File: src/rtl/note_pkg.sv
// Shared types and helpers for the ADSR voice.
package note_pkg;

    typedef enum logic [2:0] {
        IDLE    = 3'd0,
        ATTACK  = 3'd1,
        DECAY   = 3'd2,
        SUSTAIN = 3'd3,
        RELEASE = 3'd4
    } env_state_e;

    // Full-scale envelope value for a given envelope width.
    function automatic logic [31:0] env_full(input int unsigned width);
        return 32'((64'd1 << width) - 64'd1);
    endfunction

endpackage

File: src/rtl/sin_lut.sv
// Quarter-wave mirrored sine table: theta in, signed sample out (combinational).
// The stored quarter has 65 points (0..pi/2 inclusive) so the peak lands exactly on
// theta = 2^(THETA_WIDTH-2). THETA_WIDTH must be at least 8.
module sin_lut #(
    parameter int unsigned THETA_WIDTH = 8,
    parameter int unsigned AM_WIDTH    = 8
) (
    input  logic        [THETA_WIDTH-1:0] theta_i,
    output logic signed [AM_WIDTH-1:0]    sine_c_o
);

    localparam int unsigned QW   = THETA_WIDTH - 2;
    localparam int unsigned PEAK = (2 ** (AM_WIDTH - 1)) - 1;
    localparam int unsigned SW   = AM_WIDTH + 7;

    // round(127 * sin(i * pi / 128)), i = 0..64
    localparam logic [6:0] QTAB [0:64] = '{
        7'd0,   7'd3,   7'd6,   7'd9,   7'd12,  7'd16,  7'd19,  7'd22,  7'd25,  7'd28,
        7'd31,  7'd34,  7'd37,  7'd40,  7'd43,  7'd46,  7'd49,  7'd51,  7'd54,  7'd57,
        7'd60,  7'd63,  7'd65,  7'd68,  7'd71,  7'd73,  7'd76,  7'd78,  7'd81,  7'd83,
        7'd85,  7'd88,  7'd90,  7'd92,  7'd94,  7'd96,  7'd98,  7'd100, 7'd102, 7'd104,
        7'd106, 7'd107, 7'd109, 7'd111, 7'd112, 7'd113, 7'd115, 7'd116, 7'd117, 7'd118,
        7'd120, 7'd121, 7'd122, 7'd122, 7'd123, 7'd124, 7'd125, 7'd125, 7'd126, 7'd126,
        7'd126, 7'd127, 7'd127, 7'd127, 7'd127
    };

    logic [1:0]          quad_w;
    logic [QW:0]         mir_w;
    logic [6:0]          tix_w;
    logic [6:0]          mag_w;
    logic [SW-1:0]       scaled_w;
    logic [AM_WIDTH-1:0] pos_w;

    // Fold theta into the first quadrant, look up, rescale, then restore the sign.
    assign quad_w   = theta_i[THETA_WIDTH-1 -: 2];
    assign mir_w    = quad_w[0] ? ((QW+1)'(2 ** QW) - {1'b0, theta_i[QW-1:0]})
                                : {1'b0, theta_i[QW-1:0]};
    assign tix_w    = 7'(mir_w >> (QW - 6));
    assign mag_w    = QTAB[tix_w];
    assign scaled_w = (SW'(mag_w) * SW'(PEAK)) / SW'(127);
    assign pos_w    = AM_WIDTH'(scaled_w);
    assign sine_c_o = quad_w[1] ? $signed(-pos_w) : $signed(pos_w);

endmodule

File: src/rtl/note_adsr_voice.sv
// Single-voice tone generator: phase accumulator, sine table and ADSR envelope.
module note_adsr_voice
    import note_pkg::*;
#(
    parameter int unsigned THETA_WIDTH = 8,
    parameter int unsigned AM_WIDTH    = 8,
    parameter int unsigned ACC_WIDTH   = 24,
    parameter int unsigned ENV_WIDTH   = 16
) (
    input  logic                        clk_theta,
    input  logic                        rst,
    input  logic        [7:0]           noteid,
    input  logic        [ACC_WIDTH-1:0] phase_inc,
    input  logic        [ENV_WIDTH-1:0] attack_step,
    input  logic        [3:0]           decay_shift,
    input  logic        [ENV_WIDTH-1:0] sustain_lvl,
    input  logic        [3:0]           release_shift,
    output logic signed [AM_WIDTH-1:0]  am,
    output logic        [ENV_WIDTH-1:0] env,
    output logic                        active
);

    localparam logic [ENV_WIDTH-1:0] ENV_FULL   = ENV_WIDTH'(env_full(ENV_WIDTH));
    localparam int unsigned          PROD_WIDTH = AM_WIDTH + ENV_WIDTH + 1;

    env_state_e                 state_q, state_d;
    logic        [ACC_WIDTH-1:0] acc_q, acc_d;
    logic        [ENV_WIDTH-1:0] env_q, env_d;
    logic signed [AM_WIDTH-1:0]  am_q, am_d;
    logic        [7:0]           note_q, note_d;
    logic                        active_q, active_d;

    logic        [THETA_WIDTH-1:0] theta_w;
    logic signed [AM_WIDTH-1:0]    sine_w;
    logic signed [PROD_WIDTH-1:0]  prod_w;
    logic signed [PROD_WIDTH-1:0]  prod_shr_w;
    logic                          trigger_w;
    logic                          release_w;
    logic        [ENV_WIDTH:0]     att_sum_w;
    logic        [ENV_WIDTH:0]     sus_thr_w;
    logic        [ENV_WIDTH-1:0]   dec_w;
    logic        [ENV_WIDTH-1:0]   rel_w;

    // Envelope step of max(v >> sh, 1) so decay and release always make progress.
    function automatic logic [ENV_WIDTH-1:0] min_one_shr(input logic [ENV_WIDTH-1:0] v,
                                                         input logic [3:0] sh);
        logic [ENV_WIDTH-1:0] s;
        s = v >> sh;
        return (s == '0) ? ENV_WIDTH'(1) : s;
    endfunction

    sin_lut #(
        .THETA_WIDTH (THETA_WIDTH),
        .AM_WIDTH    (AM_WIDTH)
    ) u_sin_lut (
        .theta_i  (theta_w),
        .sine_c_o (sine_w)
    );

    assign theta_w    = acc_q[ACC_WIDTH-1 -: THETA_WIDTH];
    assign prod_w     = PROD_WIDTH'(sine_w) * PROD_WIDTH'($signed({1'b0, env_q}));
    assign prod_shr_w = prod_w >>> ENV_WIDTH;
    assign trigger_w  = (noteid != 8'd0) && (noteid != note_q);
    assign release_w  = (noteid == 8'd0) && (note_q != 8'd0);
    assign att_sum_w  = {1'b0, env_q} + {1'b0, attack_step};
    assign dec_w      = min_one_shr(env_q, decay_shift);
    assign rel_w      = min_one_shr(env_q, release_shift);
    assign sus_thr_w  = {1'b0, sustain_lvl} + {1'b0, dec_w};

    // Next-state: envelope FSM, phase step, note tracking; trigger overrides everything.
    always_comb begin
        state_d = state_q;
        env_d   = env_q;
        acc_d   = acc_q + phase_inc;
        note_d  = note_q;
        am_d    = AM_WIDTH'(prod_shr_w);

        case (state_q)
            IDLE: env_d = '0;
            ATTACK: begin
                if (att_sum_w >= {1'b0, ENV_FULL}) begin
                    env_d   = ENV_FULL;
                    state_d = DECAY;
                end else begin
                    env_d = att_sum_w[ENV_WIDTH-1:0];
                end
            end
            DECAY: begin
                if ({1'b0, env_q} <= sus_thr_w) begin
                    env_d   = sustain_lvl;
                    state_d = SUSTAIN;
                end else begin
                    env_d = env_q - dec_w;
                end
            end
            SUSTAIN: env_d = sustain_lvl;
            RELEASE: begin
                if (env_q <= rel_w) begin
                    env_d   = '0;
                    state_d = IDLE;
                end else begin
                    env_d = env_q - rel_w;
                end
            end
            default: begin
                env_d   = '0;
                state_d = IDLE;
            end
        endcase

        if (release_w) begin
            if (state_q != IDLE) state_d = RELEASE;
            note_d = '0;
        end

        // Retrigger keeps the current envelope level to avoid a click.
        if (trigger_w) begin
            acc_d   = '0;
            state_d = ATTACK;
            env_d   = env_q;
            note_d  = noteid;
        end

        active_d = (state_d != IDLE);
    end

    // State register with asynchronous reset.
    always_ff @(posedge clk_theta or posedge rst) begin
        if (rst) begin
            state_q  <= IDLE;
            acc_q    <= '0;
            env_q    <= '0;
            am_q     <= '0;
            note_q   <= '0;
            active_q <= 1'b0;
        end else begin
            state_q  <= state_d;
            acc_q    <= acc_d;
            env_q    <= env_d;
            am_q     <= am_d;
            note_q   <= note_d;
            active_q <= active_d;
        end
    end

    assign am     = am_q;
    assign env    = env_q;
    assign active = active_q;

endmodule

File: config.mk
export PLATFORM = sky130hd
export DESIGN_NAME = note_adsr_voice
export DESIGN_NICKNAME = d
export VERILOG_FILES = /design/src/rtl/note_pkg.sv /design/src/rtl/sin_lut.sv /design/src/rtl/note_adsr_voice.sv
export SDC_FILE = /design/constraint.sdc
export NUM_CORES = 1
export LEC_CHECK = 0
export ABC_AREA = 0
export CAP_MARGIN = 10
export CORE_MARGIN = 2
export CORE_UTILIZATION = 62
export CTS_CLUSTER_DIAMETER = 200
export DETAILED_ROUTE_END_ITERATION = 8
export GPL_TIMING_DRIVEN = 0
export PLACE_DENSITY = 0.84
export SLEW_MARGIN = 0
export SYNTH_ARGS = -nofsm -noshare
export SYNTH_HDL_FRONTEND = slang
export SYNTH_HIERARCHICAL = 1
export SYNTH_SLANG_ARGS = --single-unit
File: constraint.sdc
create_clock -name clk_theta -period 9.45 [get_ports clk_theta]
set_clock_uncertainty 0.05 [all_clocks]
set_input_delay 1.89 -clock clk_theta [delete_from_list [all_inputs] [get_ports clk_theta]]
set_output_delay 1.89 -clock clk_theta [all_outputs]
set_load 0.01 [all_outputs]
[After elaboration in Yosys (flattened, before gate mapping)]
Memories as Yosys holds them, arrays and structs flattened.
Index checks and enable logic that the tools add are counted.
W data, S select, Z words.
Storage, ports and cells
  register bits: 60
  bits in read-only memories: 896
  memories: 1
  output and inout bits: 25
  logic and storage cells: 61
  input bits: 74
Cells by class
  mux-type cells: 20
  reductions and logical operators: 12
  order comparisons: 4
  bitwise gates (word level): 1
  shift-type cells: 2
  multipliers: 2
  eq/ne operators: 5
  add/sub/neg operators: 7
  div/mod/pow operators: 1
Memories
  (no name shown): words 128, bits a word 7, read ports 1, clocked after Yosys merged registers in 0, wr ports 0, line sin_lut.sv:39  | assign mag_w = QTAB[tix_w];
Operator list (number)
  $mux W16: 5
  $pmux W16 S4: 1
  $add A16 B16 Y17: 2
  $logic_not A16 Y1: 2
  $shr A16 B4 Y16: 2
  $sub A16 B16 Y16: 2
  $add A24 B24 Y24: 1
  $mul A8 B17 Y24: 1
  $mux W24: 1
  $mux W8: 3
  $mux W7: 3
  $mux W3: 6
  $ge A17 B16 Y1 const B: 1
  $le A16 B17 Y1: 1
  $le A16 B16 Y1: 1
  $reduce_bool A8 Y1: 2
  $div A14 B7 Y15 const B: 1
  $mul A7 B7 Y14 const B: 1
  $pmux W3 S4: 1
  $ge A8 B8 Y1 const B: 1
  $logic_not A8 Y1: 1
  $ne A8 B8 Y1: 1
  $neg A8 Y8: 1
  $not A7 Y8: 1
  9 further kinds: 12

[Depth between registers and ports, before layout]
  depth in word-level cells: 11
  gate-level depth with buffers: 37
  gate-level depth less buffers: 36

[Hierarchy]
Netlist, hierarchy kept.
By module, submodules not included
  note_adsr_voice: cells each 1461, instances 1, seq. area each 1501.4 µm², area an instance 11971.5 µm²
  sin_lut: cells each 168, instances 1, seq. area each 0.0 µm², area an instance 1171.1 µm²

[Least setup slack after synthesis]
Ideal clock, no wire load.
  path kind: register to register
  from: reg acc_q[16]
  to: reg am_q[1] (netlist: am[1])
  cell stages (with the launch flop): 34
  arrival time: 7588 ps
  library setup time: 128 ps
  buffers on the path: 2
  clock period less this slack: 7766 ps
  required time: 9272 ps
  setup slack: 1684 ps
  cells stage by stage: dfrtp_1 > clkbuf_1 > inv_1 > ha_1 > a21o_1 > inv_1 > ha_1 > and2_1 > o311ai_0 > o31ai_1 > nor2_1 > inv_1 > ha_1 > inv_1 > nor2_1 > a41oi_1 > xor2_1 > clkbuf_1 > nand2_1 > fa_1 > fa_1 > fa_1 > inv_1 > fa_1 > ha_1 > o21a_1 > o21ai_0 > o21ba_2 > o31ai_1 > a2111oi_0 > nor2_1 > a21oi_1 > o21bai_1 > xor2_1
On the way
  longest elaborated chain between the ends: 11
RTL lines
  from (decl): line note_adsr_voice.sv:27  | logic [ACC_WIDTH-1:0] acc_q, acc_d;
  from (signal assigned): line note_adsr_voice.sv:131  | acc_q <= '0;
  from (signal assigned): line note_adsr_voice.sv:138  | acc_q <= acc_d;
  $sub A7 B6 Y7: line sin_lut.sv:36  | assign mir_w = quad_w[0] ? ((QW+1)'(2 ** QW) - {1'b0, theta_i[QW-1:0]})
  $mux W7 (*): line sin_lut.sv:36
  $not A7 Y8 (not written as such) (*): line sin_lut.sv:39
  $mem_v2 Z128 W7 (*)
  $mux W7 (not written as such) (*) (2 in a row): line sin_lut.sv:39
  $mul A7 B7 Y14 (*): line sin_lut.sv:40  | assign scaled_w = (SW'(mag_w) * SW'(PEAK)) / SW'(127);
  $div A14 B7 Y15 (*): line sin_lut.sv:40
  $neg A8 Y8: line sin_lut.sv:42  | assign sine_c_o = quad_w[1] ? $signed(-pos_w) : $signed(pos_w);
  $mux W8 (*): line sin_lut.sv:42
  via sine_w[0]: line note_adsr_voice.sv:34  | logic signed [AM_WIDTH-1:0] sine_w;
  $mul A8 B17 Y24 (*): line note_adsr_voice.sv:61  | assign prod_w = PROD_WIDTH'(sine_w) * PROD_WIDTH'($signed({1'b0, env_q}));
  via prod_w[17]: line note_adsr_voice.sv:35  | logic signed [PROD_WIDTH-1:0] prod_w;
  to (signal assigned): line note_adsr_voice.sv:140  | am_q <= am_d;
  to (decl): line note_adsr_voice.sv:29  | logic signed [AM_WIDTH-1:0] am_q, am_d;
Mark *: on every way through the listed nets, which the timed path passes. The rest lies on a longest branch. The select of a mux whose other input is x is not followed.
A chain may end at the register's enable or synchronous reset.

[Worst setup path after layout]
  from: reg acc_q[16]
  to: reg am_q[7] (netlist: am[7])
Same word-level chain as after synthesis.

==> impl_summary.txt <==
----------------------------------------------------
[Run status]
  Status ... completed

[Yosys]
  Leading register cell type out of synthesis ... sky130_fd_sc_hd__dfrtp_1
  Synthesized netlist net count ... 1957
  Number of instances in the synthesized netlist ... 1629
  Synthesized area per cell ... 8.07 sq um
  Top cell type by total area after synthesis ... sky130_fd_sc_hd__ha_1
  Post-synthesis cell area ... 13100 sq um
  Share of async-settable or async-resettable flops after synthesis ... 1.00
  Number of enable flip-flop cells after synthesis ... 0
  Synth unique cells ... 98
  Top cells by area in the synthesized netlist ... sky130_fd_sc_hd__ha_1, sky130_fd_sc_hd__fa_1, sky130_fd_sc_hd__dfrtp_1
  Warning count from the yosys run ... 6
  Area share of the leading cell type in the synthesized netlist ... 0.158
  Sequential area share after synthesis ... 0.114
  Post-synthesis register bit count ... 60

[STA]
  Pins Over Slew Limit ... 0
  Fmax achieved ... 111 MHz
  Hold Worst Slack ... 552 ps
  Worst path setup slack after routing ... 401 ps
  Time the final worst path needs with I/O delays and setup ... 9050 ps
  Slew at the pin closest to its max-slew limit ... 939 ps
  Worst slew margin relative to its limit ... 0.369
  Total Negative Setup Slacks ... 0 ps
  Final worst-path cycle share ... 0.958
  Count of endpoints failing hold in the final timing report ... 0
  # setup viols final ... 0
  Setup repair after global routing missed its margin ... false

[Critical path]
  Critical-path top delay cell ... sky130_fd_sc_hd__xnor2_1
  Slowest cell delay on critical path ... 560 ps
  Critical Path AT ... 9230 ps
  Cell with the most instances on the worst path ... sky130_fd_sc_hd__inv_1
  CP max FO ... 10
  Worst Setup End Kind ... register
  Worst-case reg-to-reg path depth ... 31
  Data required, critical path ... 9630 ps
  CP Launch Type ... register
  Type of the setup path with the least slack ... reg2reg

[Placed design]
  Global placement routability congestion ... 0.979
  Detail Placement HPWL ... 30.5 mm
  Worst setup slack before clock tree synthesis ... -466 ps
  Count of input and output buffers ... 93

[Clock tree]
  Clock Latency Late Sink ... 350 ps
  Number of buffers created by CTS ... 9
  CTS tree ... yes
  Buffer cell driving the clock tree root ... sky130_fd_sc_hd__clkbuf_16
  CTS sink count ... 60
  Clock Tree Buf Depth ... 2
  Maximum level of the CTS H-tree ... 3
  Hold_buf cts ... 0
  Clk slew on worst S/H paths ... 70 ps

[Global routing]
  GRT Total Usage ... 0.350
  First-pass GRT wire length ... 62.5 mm
  Number of antenna violations at the first check in global routing ... 1
  Via count of the first global-routing pass ... 12800
  Maximum number of pins on one net before global-route repair ... 42
  Final global-route overflow total ... 0

[Layout]
  Total Nets Final ... 2064
  Area taken by multi-input logic gates ... 10700 sq um
  Antenna diode count ... 0
  Share of layout cells above drive strength 1 ... 0.0551
  Commonest non-fill, non-tap cell in the layout ... sky130_fd_sc_hd__ha_1
  Filler cell count ... 1706
  Commonest non-fill, non-tap cells in the layout ... sky130_fd_sc_hd__ha_1, sky130_fd_sc_hd__inv_1, sky130_fd_sc_hd__nand2_1
  Signed area change from the synthesized netlist to the final layout ... 12.6%
  Register cell area after layout ... 1500 sq um

[Drt]
  WL per Instance ... 19.2 um
  Average via count per standard cell ... 6.33
  Antenna Violating Nets Remaining ... 0
  Routed wire length ... 38.7 mm
  Remaining design rule violation count ... 0
  Count of routing violations after the opening detailed-route iteration ... 1141
  Pre-Repair DR Iteration Count ... 8
  Vias ... 12800

[Floorplan]
  Area inside the core boundary ... 20900 sq um
  Die footprint ... 22400 sq um
  Die Span Y ... 150 um
  Standard-cell rows ... 53
  Initial core utilization ... 0.629
  Die width ... 150 um
  Ports placed on the boundary ... 99

[Power and ir drop]
  Worst IR Drop VDD ... 123 uV
  Total power density per cell area ... 150 nW/um^2
  Leak pwr ... 6.72 nW
  Design Power ... 2.22 mW

[Worst hold path]
  Path category of the worst min-delay check ... reg2reg
  Number of instances on the worst hold path ... 2

[Flow run]
  Max_cap viols ... 0

----------------------------------------------------
[what timing repair did]
| action | 4_1_cts | 5_1_grt |
|---|---|---|
| resized for setup | 4 | 9 |
| setup endpoints to repair | 7 | 8 |
| buffers inserted | 0 | 2 |
| pin swaps | 0 | 3 |
[synthesized netlist by cell type, types with 11 or more instances]
library cell               instances
sky130_fd_sc_hd__nor2b_1          24
sky130_fd_sc_hd__clkbuf_1         63
sky130_fd_sc_hd__a211oi_1         25
sky130_fd_sc_hd__ha_1            166
sky130_fd_sc_hd__fa_1             88
sky130_fd_sc_hd__a21o_1           25
sky130_fd_sc_hd__dfrtp_1          60
sky130_fd_sc_hd__o21ai_0          91
sky130_fd_sc_hd__and2_1           78
sky130_fd_sc_hd__xor2_1           42
sky130_fd_sc_hd__o21a_1           21
sky130_fd_sc_hd__mux2_2           17
sky130_fd_sc_hd__and3_1           11
sky130_fd_sc_hd__nand4_1          15
sky130_fd_sc_hd__xnor2_1          52
sky130_fd_sc_hd__inv_1           164
sky130_fd_sc_hd__o211ai_1         15
sky130_fd_sc_hd__nand3_1          22
sky130_fd_sc_hd__a31oi_1          11
sky130_fd_sc_hd__nor2_1          110
sky130_fd_sc_hd__a21oi_1         105
sky130_fd_sc_hd__mux2i_1          39
sky130_fd_sc_hd__nand2b_1         35
sky130_fd_sc_hd__nand2_1         129
sky130_fd_sc_hd__nor3_1           30
sky130_fd_sc_hd__nor4_1           11
[state kept, by name (all words and copies together), names as in the netlist]
register,flops
acc_q,24
env,16
am,8
note_q,8
state_q,3
active,1
[stage by stage]
stage,util,instances,instance area (sq um)
3_3_place_gp,0.690,1997,14400
3_5_place_dp,0.691,1998,14400
5_1_grt,0.708,2016,14800
4_1_cts,0.707,2014,14800
6_report,0.708,2016,14800
2_1_floorplan,-,1629,13100
[layout make-up]
type,instances,share of cell area
multi-input combinational,1327,0.726
clock inverter,7,0.00541
inverter,166,0.0421
timing repair buffer,96,0.0653
clock buffer,9,0.0152
tap,275,0.0232
sequential,60,0.101
buffer,76,0.0210
[final timing paths]
path / from / endpoint / slack [ps]
max: acc_q[16]$_DFF_PP0_ / am[7]$_DFF_PP0_ / 400
min: acc_q[0]$_DFF_PP0_ / acc_q[0]$_DFF_PP0_ / 550
max reg2reg: acc_q[16]$_DFF_PP0_ / am[7]$_DFF_PP0_ / 400
min reg2reg: acc_q[0]$_DFF_PP0_ / acc_q[0]$_DFF_PP0_ / 550
max in group asynchronous: rst / env[1]$_DFFE_PP0N_ / 6940
min in group asynchronous: rst / acc_q[22]$_DFF_PP0_ / 1820
[where the power goes]
part,internal [mW],switching [mW],leakage [nW],total [mW]
Sequential,0.279,0.114,0.794,0.393
Combinational,0.640,0.842,5.78,1.48
Clock,0.208,0.142,0.143,0.349
[metal layers]
layer  vias to the layer above  share of wire  track usage
met5                         -        0.00028            0
met4                         2          0.039        0.151
met1                      6082           0.41        0.456
li1                       5920              -            -
met3                       131          0.083       0.0509
met2                       622           0.47        0.580
[worst max-delay path: cells and delay by family (launching register included)]
kind | cells | cell delay [ps]
AOI/OAI and AO/OA | 13 | 3190
DFF | 1 | 500
adders and majority gates | 7 | 2820
buffers and inverters | 7 | 1350
and+or+nand+nor | 2 | 310
xor gates and xnor gates | 2 | 690
[logic make-up after synthesis]
kind of cell               Yosys count  share of synthesized area
AOI/OAI and AO/OA                  408                      0.211
buffers and inverters              242                     0.0706
muxes                               57                     0.0460
and+or+nand+nor                    512                      0.201
xor gates and xnor gates            96                     0.0651
DFF                                 60                      0.114
adders and majority gates          254                      0.292
Power figures use the tool's default switching activity.
